`src/rtl/axil_cfg_pkg.sv`:
```
// Shared definitions for the AXI-Lite configuration slave: the address map,
// the ap_ctrl bit layout and the handshake FSM state encoding.
package axil_cfg_pkg;

    localparam int ADDR_AP_CTRL  = 'h00;
    localparam int ADDR_DATA_LEN = 'h10;
    localparam int ADDR_TAP_BASE = 'h40;

    localparam int AP_START_BIT = 0;
    localparam int AP_DONE_BIT  = 1;
    localparam int AP_IDLE_BIT  = 2;

    typedef enum logic [2:0] {
        ST_IDLE,
        ST_WR_ACK,
        ST_RD_ISSUE,
        ST_RD_WAIT,
        ST_RD_DATA
    } cfg_state_e;

    // ap_start is a write-only strobe, so it always reads back as 0.
    function automatic logic [31:0] pack_ap_ctrl(input logic done, input logic idle);
        logic [31:0] word;
        word              = '0;
        word[AP_DONE_BIT] = done;
        word[AP_IDLE_BIT] = idle;
        return word;
    endfunction

endpackage

```
`src/rtl/axil_cfg_slave.sv`:
```
// AXI-Lite register slave behind the Wishbone bridge: ap_ctrl, data_length and
// the tap-coefficient BRAM port, with a single FSM serialising writes and reads.
module axil_cfg_slave
    import axil_cfg_pkg::*;
#(
    parameter int pADDR_WIDTH = 12,
    parameter int pDATA_WIDTH = 32,
    parameter int Tape_Num    = 11
) (
    input  logic                   axis_clk,
    input  logic                   axis_rst_n,
    input  logic                   awvalid,
    output logic                   awready,
    input  logic [pADDR_WIDTH-1:0] awaddr,
    input  logic                   wvalid,
    output logic                   wready,
    input  logic [pDATA_WIDTH-1:0] wdata,
    input  logic                   arvalid,
    output logic                   arready,
    input  logic [pADDR_WIDTH-1:0] araddr,
    output logic                   rvalid,
    input  logic                   rready,
    output logic [pDATA_WIDTH-1:0] rdata,
    output logic [3:0]             tap_WE,
    output logic                   tap_EN,
    output logic [pADDR_WIDTH-1:0] tap_A,
    output logic [pDATA_WIDTH-1:0] tap_Di,
    input  logic [pDATA_WIDTH-1:0] tap_Do,
    output logic                   ap_start_o,
    output logic [31:0]            data_length_o,
    input  logic                   engine_done_i
);

    localparam logic [pADDR_WIDTH-1:0] AP_CTRL_A  = pADDR_WIDTH'(ADDR_AP_CTRL);
    localparam logic [pADDR_WIDTH-1:0] DATA_LEN_A = pADDR_WIDTH'(ADDR_DATA_LEN);
    localparam logic [pADDR_WIDTH-1:0] TAP_BASE_A = pADDR_WIDTH'(ADDR_TAP_BASE);
    localparam logic [pADDR_WIDTH-1:0] TAP_LAST_A = pADDR_WIDTH'(ADDR_TAP_BASE + 4 * (Tape_Num - 1));
    localparam logic [pDATA_WIDTH-1:0] BUSY_WORD  = '1;

    cfg_state_e state_q, state_d;

    logic [pADDR_WIDTH-1:0] raddr_q, raddr_d;
    logic                   rd_blocked_q, rd_blocked_d;
    logic [pDATA_WIDTH-1:0] rdata_q, rdata_d;
    logic [31:0]            data_length_q, data_length_d;
    logic                   ap_done_q, ap_done_d;
    logic                   ap_idle_q, ap_idle_d;
    logic                   ap_start_q, ap_start_d;

    logic [pADDR_WIDTH-1:0] wr_word;
    logic [pADDR_WIDTH-1:0] rd_word;
    logic                   wr_is_tap;
    logic                   rd_is_tap;
    logic                   raddr_is_tap;
    logic                   wr_fire;
    logic                   start_accept;
    logic                   ctrl_read;
    logic [pDATA_WIDTH-1:0] rd_mux;
    logic                   unused_addr_bits;

    // Byte-lane bits are ignored; every access is treated as a full word.
    assign wr_word          = {awaddr[pADDR_WIDTH-1:2], 2'b00};
    assign rd_word          = {araddr[pADDR_WIDTH-1:2], 2'b00};
    assign unused_addr_bits = ^{awaddr[1:0], araddr[1:0]};

    assign wr_is_tap    = (wr_word >= TAP_BASE_A) && (wr_word <= TAP_LAST_A);
    assign rd_is_tap    = (rd_word >= TAP_BASE_A) && (rd_word <= TAP_LAST_A);
    assign raddr_is_tap = (raddr_q >= TAP_BASE_A) && (raddr_q <= TAP_LAST_A);

    assign wr_fire      = (state_q == ST_WR_ACK);
    assign start_accept = wr_fire && (wr_word == AP_CTRL_A) && wdata[AP_START_BIT] && ap_idle_q;
    assign ctrl_read    = (state_q == ST_RD_WAIT) && (raddr_q == AP_CTRL_A);

    assign awready       = wr_fire;
    assign wready        = wr_fire;
    assign arready       = (state_q == ST_RD_ISSUE);
    assign rvalid        = (state_q == ST_RD_DATA);
    assign rdata         = rdata_q;
    assign ap_start_o    = ap_start_q;
    assign data_length_o = data_length_q;

    always_comb begin
        state_d = state_q;
        case (state_q)
            ST_IDLE: begin
                if (awvalid && wvalid) begin
                    state_d = ST_WR_ACK;
                end else if (arvalid) begin
                    state_d = ST_RD_ISSUE;
                end
            end
            ST_WR_ACK:   state_d = ST_IDLE;
            ST_RD_ISSUE: state_d = ST_RD_WAIT;
            ST_RD_WAIT:  state_d = ST_RD_DATA;
            ST_RD_DATA: begin
                if (rready) begin
                    state_d = ST_IDLE;
                end
            end
            default:     state_d = ST_IDLE;
        endcase
    end

    // BRAM port is shared by the write acknowledge and the read issue cycles.
    always_comb begin
        tap_EN = 1'b0;
        tap_WE = 4'h0;
        tap_A  = '0;
        tap_Di = '0;
        if (wr_fire && wr_is_tap && ap_idle_q) begin
            tap_EN = 1'b1;
            tap_WE = 4'hF;
            tap_A  = wr_word - TAP_BASE_A;
            tap_Di = wdata;
        end else if ((state_q == ST_RD_ISSUE) && rd_is_tap && ap_idle_q) begin
            tap_EN = 1'b1;
            tap_A  = rd_word - TAP_BASE_A;
        end
    end

    always_comb begin
        rd_mux = '0;
        if (raddr_q == AP_CTRL_A) begin
            rd_mux = pDATA_WIDTH'(pack_ap_ctrl(ap_done_q, ap_idle_q));
        end else if (raddr_q == DATA_LEN_A) begin
            rd_mux = rd_blocked_q ? BUSY_WORD : pDATA_WIDTH'(data_length_q);
        end else if (raddr_is_tap) begin
            rd_mux = rd_blocked_q ? BUSY_WORD : tap_Do;
        end
    end

    // The busy decision is frozen at address accept so tap_EN and the returned
    // data agree even if the engine finishes while the read is in flight.
    always_comb begin
        raddr_d      = raddr_q;
        rd_blocked_d = rd_blocked_q;
        rdata_d      = rdata_q;
        if (state_q == ST_RD_ISSUE) begin
            raddr_d      = rd_word;
            rd_blocked_d = !ap_idle_q;
        end
        if (state_q == ST_RD_WAIT) begin
            rdata_d = rd_mux;
        end
    end

    // A done pulse wins over both clear-on-read and a start in the same cycle.
    always_comb begin
        data_length_d = data_length_q;
        ap_start_d    = start_accept;
        ap_done_d     = ap_done_q;
        ap_idle_d     = ap_idle_q;
        if (wr_fire && (wr_word == DATA_LEN_A) && ap_idle_q) begin
            data_length_d = 32'(wdata);
        end
        if (ctrl_read) begin
            ap_done_d = 1'b0;
        end
        if (start_accept) begin
            ap_idle_d = 1'b0;
        end
        if (engine_done_i) begin
            ap_done_d = 1'b1;
            ap_idle_d = 1'b1;
        end
    end

    always_ff @(posedge axis_clk or negedge axis_rst_n) begin
        if (!axis_rst_n) begin
            state_q <= ST_IDLE;
        end else begin
            state_q <= state_d;
        end
    end

    always_ff @(posedge axis_clk or negedge axis_rst_n) begin
        if (!axis_rst_n) begin
            raddr_q      <= '0;
            rd_blocked_q <= 1'b0;
            rdata_q      <= '0;
        end else begin
            raddr_q      <= raddr_d;
            rd_blocked_q <= rd_blocked_d;
            rdata_q      <= rdata_d;
        end
    end

    always_ff @(posedge axis_clk or negedge axis_rst_n) begin
        if (!axis_rst_n) begin
            data_length_q <= '0;
            ap_start_q    <= 1'b0;
            ap_done_q     <= 1'b0;
            ap_idle_q     <= 1'b1;
        end else begin
            data_length_q <= data_length_d;
            ap_start_q    <= ap_start_d;
            ap_done_q     <= ap_done_d;
            ap_idle_q     <= ap_idle_d;
        end
    end

endmodule

```
`config.mk`:
```
export PLATFORM = sky130hd
export DESIGN_NAME = axil_cfg_slave
export DESIGN_NICKNAME = d
export VERILOG_FILES = /design/src/rtl/axil_cfg_pkg.sv /design/src/rtl/axil_cfg_slave.sv
export SDC_FILE = /design/constraint.sdc
export NUM_CORES = 1
export LEC_CHECK = 0
export BUFFER_PORTS_ARGS = -buffer_cell sky130_fd_sc_hd__buf_2
export CAP_MARGIN = 5
export CELL_PAD_IN_SITES_DETAIL_PLACEMENT = 2
export CELL_PAD_IN_SITES_GLOBAL_PLACEMENT = 2
export CORE_MARGIN = 2
export CORE_UTILIZATION = 24
export CTS_CLUSTER_SIZE = 14
export DETAILED_ROUTE_END_ITERATION = 12
export PLACE_DENSITY = 0.84
export SLEW_MARGIN = 10
export SYNTH_ARGS = -nofsm -noshare
export SYNTH_HDL_FRONTEND = slang
export SYNTH_SLANG_ARGS = --single-unit
```
`constraint.sdc`:
```
create_clock -name axis_clk -period 1.9 [get_ports axis_clk]
set_input_delay 0.095 -clock axis_clk [delete_from_list [all_inputs] [get_ports axis_clk]]
set_output_delay 0.095 -clock axis_clk [all_outputs]
set_load 0.005 [all_outputs]
```
==> flow_metrics.tcl, run 1 <==
set metrics [dict create \
    ir_drop_uv 472 \
    dieArea_mm2 0.0194 \
    path_class "register to output port" \
    synth-seq-cells 81 \
    io_pins 213 \
    wl_per_cell_um 21.0 \
    totalWireLength_um 19300 \
    cts_tree "built" \
    die_w_um 139 \
    dp_slack_ns -0.195 \
    hold_viol_final 0 \
    skew_ns 0.00986 \
    critPathLaunch "state_q[2]$_DFFE_PN0P_" \
    cts_root_buffer "clkbuf_16" \
    drt-vias-per-instance 4.97 \
    placementRows 49 \
    gr-max-usage-layer "met2" \
    rsz0062_at_grt "yes" \
    netlist_area_mm2 0.00439 \
    layout-drive-gt1-share 0.438 \
    dp.cells 863 \
    r2r_cells 6 \
    finalSetupViolations 47 \
    min_period_ns 2.16 \
    worst-path-buf-inv 4 \
    synth_edf_count 0 \
    core-area_mm2 0.0180 \
    fin_ws_ns -0.263 \
    worst_slew_pin_slew_ns 0.585 \
    cp_cell_sequence "nor3b_2 > buf_4 > and3_4 > and4_4 > buf_12 > clkbuf_16 > and2_4 > buf_6" \
    min_from "wdata[29]" \
    synth_cell_types 47 \
    place_hpwl_um 12900 \
    final_common_cell "buf_2" \
    fin_crit_sh 1.14 \
    stdcell_count 918 \
    p_per_area_mw_per_mm2 981 \
    ys_async_sr_fraction 1.00 \
    endpoint_kind "output port" \
    grt_use_met3 0.0348 \
    avgSynthCellArea_um2 10.0 \
    start_kind "register" \
    tns_ns -10.18 \
    crit_cells 8 \
    seq_area_frac_synth 0.462 \
    ant_nets 0 \
    route.detailed.drc 0 \
    grtUsageTotal 0.192 \
    path_clk_slew_ns 0.07 \
    fin_nets 783 \
    drv_cap 0 \
    clk_latency_ns 0.34 \
    status "finished, violations left" \
    yosysWarnings 0 \
    vias 4564 \
    grt_pass1_vias 5121 \
    grt_pass1_wl_um 29000 \
    drtPass1Iterations 4 \
    critPathSlowestCell "dfrtp_1" \
    hp-class "input pin to register" \
    hold_path_depth 2 \
    synth_top_area_frac 0.456 \
    placed_cell_area_mm2 0.00576 \
    clock_sinks 81 \
    gr-usage-met2 0.350 \
    failed_checks "setup timing" \
    drtIter0Drc 133 \
    cpPeakStageDelay_ns 0.39 \
    max_freq_mhz 462 \
    required_ns 1.80 \
    htree_levels 3 \
    reg2reg_slack_ns 0.02 \
    synthFlopType "dfrtp_1" \
    use_met1 0.225 \
    p_total_mw 6.75 \
    grt_antenna_before_repair 1 \
    worst-path-max-fanout 6 \
    grt-ovfl-total 0 \
    cts_buffers 9 \
    leakagePower_nw 3.61 \
    critical_path_arrival_ns 2.07 \
    slew_viol_final 0 \
    yosys.area.top_type "dfrtp_1" \
    holdWs_ns 0.00932 \
    grt_max_degree 43 \
    area_delta_synth_final_pct 56.6 \
    syn-instance-count 438 \
    cts_buffer_depth 2 \
    slew_headroom 0.610 \
    fp.dieH_um 139 \
    design_area_mm2 0.00688 \
    r2r-start "state_q[2]$_DFFE_PN0P_" \
    initial_core_util 0.244 \
    io_buffer_count 206 \
    crit_family "simple AND/OR/NAND/NOR gates" \
    mostFrequentLayoutCells "buf_2 (182), dfrtp_1 (78), o21ai_0 (42)" \
    routabilityCongestion 0.799 \
    yosys-top-cells-area "dfrtp_1 (46%), mux2_1 (7.7%), a32o_1 (6.6%)" \
    utilization 0.383 \
]
-- Yosys cell counts, drive strengths merged, types with 2 or more instances --
master  count
buf        16
a21oi       3
o21ai      42
o211a       2
ha          5
nor3b       3
and3        3
nor3        5
xor2        2
nand2      34
inv        11
a32o       29
clkbuf     24
nand4b      2
nand3       8
nor2       35
a21o        3
dfrtp      80
nor4        2
xnor2       2
and2       33
nand2b      4
or3        30
mux2       32
a22o       11
-- registers in the layout, summed over array words and instances (netlist names) --
| register | flops |
|---|---|
| data_length_o | 32 |
| state_q | 3 |
| ap_start_o | 1 |
| rdata | 32 |
| rd_blocked_q | 1 |
| ap_done_q | 1 |
| raddr_q | 10 |
| ap_idle_q | 1 |
-- worst paths after layout --
kind,to
setup / recovery,tap_Di[2]
hold / removal,data_length_o[29]$_DFFE_PN0P_
setup reg to reg,data_length_o[18]$_DFFE_PN0P_
hold reg to reg,ap_done_q$_DFFE_PN0P_
max in group asynchronous,ap_idle_q$_DFFE_PN1P_
min in group asynchronous,rdata[1]$_DFFE_PN0P_
-- logic make-up after synthesis --
family / after synthesis / share of synthesized area
simple gates: 165 / 0.201
compound gates: 98 / 0.166
flops: 81 / 0.462
buf+inv: 51 / 0.0630
mux: 33 / 0.0843
fa+ha+maj: 5 / 0.0142
xor+xnor: 4 / 0.00798
other cells: 1 / 0.000854
-- layer usage --
metal  vias up  part of all wire  wire length [µm]
met2       149              0.53             10300
met4         0             0.020               393
li1       2053                 -                 -
met3        22             0.039               760
met1      2340              0.41              7870
met5         -                 0                 0
-- report_power, final --
group	internal [mW]	switching, mW	total, mW
sequential	2.03	0.244	2.27
clock	1.55	0.748	2.30
combinational	0.964	1.21	2.18
-- layout make-up --
class	instances	area [µm²]
well taps	229	287
diodes	1	2.50
inverters	11	41.3
multi-input cells	307	2200
fillers	1953	11100
clock buffers	9	225
repair buffers	273	1920
flip-flops and latches	81	2030
clock inverters	7	166
-- timing repair --
action,CTS,global route
cloned,3,1
endpoints found under the setup margin,108,103
resized for setup,19,51
pin swaps,3,38
hold buffers,27,1
setup buffers,5,1
hold endpoints to repair,68,1
Power figures use the tool's default switching activity.
==> run 2: changes to the inputs <==
- ABC_CLOCK_PERIOD_IN_PS: unset -> 1900
- GPL_TIMING_DRIVEN: unset -> 0
==> run 2 against run 1 <==
Against the previous run: the flow still finishes with violations (setup timing); combinational power hardly changed; sequential share of layout area is 1.4 points lower; clock skew is 0.00060 ns higher; critical path depth is 1 lower; count of clock-buffer cells in the layout is 3 higher; final area is 5.2% higher; register-to-register slack worse by 0.20 ns; first-iteration DRC count is 0.75% lower; critical path type unchanged.
==> flow_metrics.tcl, run 2 (synthesis results as in run 1) <==
set metrics [dict create \
    die_w_um 139 \
    cp_cell_sequence "nor3b_4 > and3_4 > and4_4 > clkbuf_16 > clkbuf_16 > a22o_1 > buf_2" \
    cts_buffer_depth 2 \
    clk_latency_ns 0.34 \
    crit_cells 7 \
    grt-ovfl-total 0 \
    reg2reg_to "rdata[22]$_DFFE_PN0P_" \
    hp-class "input pin to register" \
    path_class "register to output port" \
    slew_viol_final 0 \
    cts_tree "built" \
    grt_pass1_wl_um 29700 \
    cts_buffers 9 \
    hold_viol_final 0 \
    leakagePower_nw 3.76 \
    endpoint_kind "output port" \
    critical_path_arrival_ns 2.17 \
    rsz0062_at_grt "yes" \
    endpoint "tap_A[11]" \
    drtIter0Drc 132 \
    core-area_mm2 0.0180 \
    area_delta_synth_final_pct 64.7 \
    dp.cells 875 \
    r2r-start "raddr_q[6]$_DFFE_PN0P_" \
    io_pins 213 \
    totalWireLength_um 20600 \
    fin_crit_sh 1.19 \
    critPathSlowestCell "dfrtp_2" \
    initial_core_util 0.244 \
    vias 4728 \
    fin_nets 814 \
    grt_antenna_before_repair 0 \
    ant_nets 0 \
    placementRows 49 \
    min_period_ns 2.26 \
    max_freq_mhz 442 \
    worst_slew_pin_slew_ns 0.611 \
    holdWs_ns 0.00882 \
    crit_path_frequent_cell "clkbuf_16" \
    route.detailed.drc 0 \
    p_per_area_mw_per_mm2 860 \
    ir_drop_uv 391 \
    skew_ns 0.0105 \
    diodes 0 \
    fin_ws_ns -0.362 \
    path_clk_slew_ns 0.06 \
    drv_cap 0 \
    start_kind "register" \
    worst-path-buf-inv 3 \
    required_ns 1.80 \
    place_hpwl_um 13800 \
    failed_checks "setup timing" \
    stdcell_count 947 \
    critPathLaunch "state_q[1]$_DFFE_PN0P_" \
    dieArea_mm2 0.0194 \
    layout-drive-gt1-share 0.486 \
    fp.dieH_um 139 \
    grt_pass1_vias 5192 \
    status "finished, violations left" \
    routabilityCongestion 0.825 \
    cts_root_buffer "clkbuf_16" \
    grt_max_degree 48 \
    drt-vias-per-instance 4.99 \
    reg2reg_slack_ns -0.18 \
    r2r_cells 6 \
    finalSetupViolations 106 \
    mostFrequentLayoutCells "buf_2 (173), dfrtp_1 (74), buf_6 (44)" \
    grtUsageTotal 0.196 \
    wl_per_cell_um 21.7 \
    crit_family "simple AND/OR/NAND/NOR gates" \
    worst-path-max-fanout 5 \
    drtPass1Iterations 4 \
    io_buffer_count 206 \
    slew_headroom 0.593 \
    htree_levels 3 \
    clock_sinks 81 \
    cpPeakStageDelay_ns 0.45 \
    final_common_cell "buf_2" \
]
## run 2: cell types whose count changed in the layout (fill, tap and decap cells not counted), sizes merged
cell | previous run | this run
buf | 244 | 255
bufbuf | 0 | 2
clkbuf | 10 | 36
bufinv | 5 | 1
diode | 1 | 0
dlygate4sd3 | 28 | 23
## run 2: worst min path at each step
stage / from / endpoint / slack, ns / cells after the start
after floorplan: axis_rst_n / ap_done_q$_DFFE_PN0P_ / -0.20 / 0
after global routing: wdata[28] / data_length_o[28]$_DFFE_PN0P_ / 0.01 / 2
after detailed placement: axis_rst_n / data_length_o[1]$_DFFE_PN0P_ / 0.09 / 1
final: wdata[16] / data_length_o[16]$_DFFE_PN0P_ / 0.009 / 2
after global placement: rready / state_q[2]$_DFFE_PN0P_ / 0.29 / 2
after CTS: wdata[3] / data_length_o[3]$_DFFE_PN0P_ / 0.0004 / 2
## run 2: cell type report
type	instances	area [µm²]
flip-flops and latches	81	2040
fillers	1956	10700
clock inverters	3	42.5
multi-input cells	307	2290
well taps	229	287
plain buffers	38	337
repair buffers	266	1960
clock buffers	12	236
inverters	11	41.3
## run 2: metal layers
layer / global-route usage / vias up / part of all wire
li1: - / 2123 / -
met1: 0.231 / 2398 / 0.40
met2: 0.357 / 176 / 0.53
met3: 0.0317 / 31 / 0.046
met4: 0.0744 / 0 / 0.024
met5: 0 / - / 0
## run 2: repair_timing
action                                  in CTS  in global routing
endpoints found under the hold margin       57                  0
resized for setup                           67                 81
cloned                                       4                  5
buffers inserted                            13                 14
hold buffers                                23                  0
endpoints found under the setup margin     111                110
pin swaps                                   16                 44
## run 2: through the flow
step | cell area (µm²) | util | setup slack, ns | TNS (ns) | power, mW
4_1_cts | 6700 | 0.373 | -0.362 | -20.30 | 6.04
3_3_place_gp | 5720 | 0.319 | -0.599 | -49.76 | 3.97
5_1_grt | 7230 | 0.403 | -0.433 | -29.54 | 6.61
2_1_floorplan | 4410 | - | -0.000719 | -0.00647 | 3.25
6_report | 7230 | 0.403 | -0.362 | -21.81 | 6.22
3_5_place_dp | 5750 | 0.320 | -0.589 | -52.67 | 4.11
## run 2: power breakdown
part	internal (mW)	total (mW)	switching (mW)
registers	2.04	2.36	0.320
clock network	1.01	1.71	0.701
logic	0.958	2.15	1.19
total	4.01	6.22	2.21
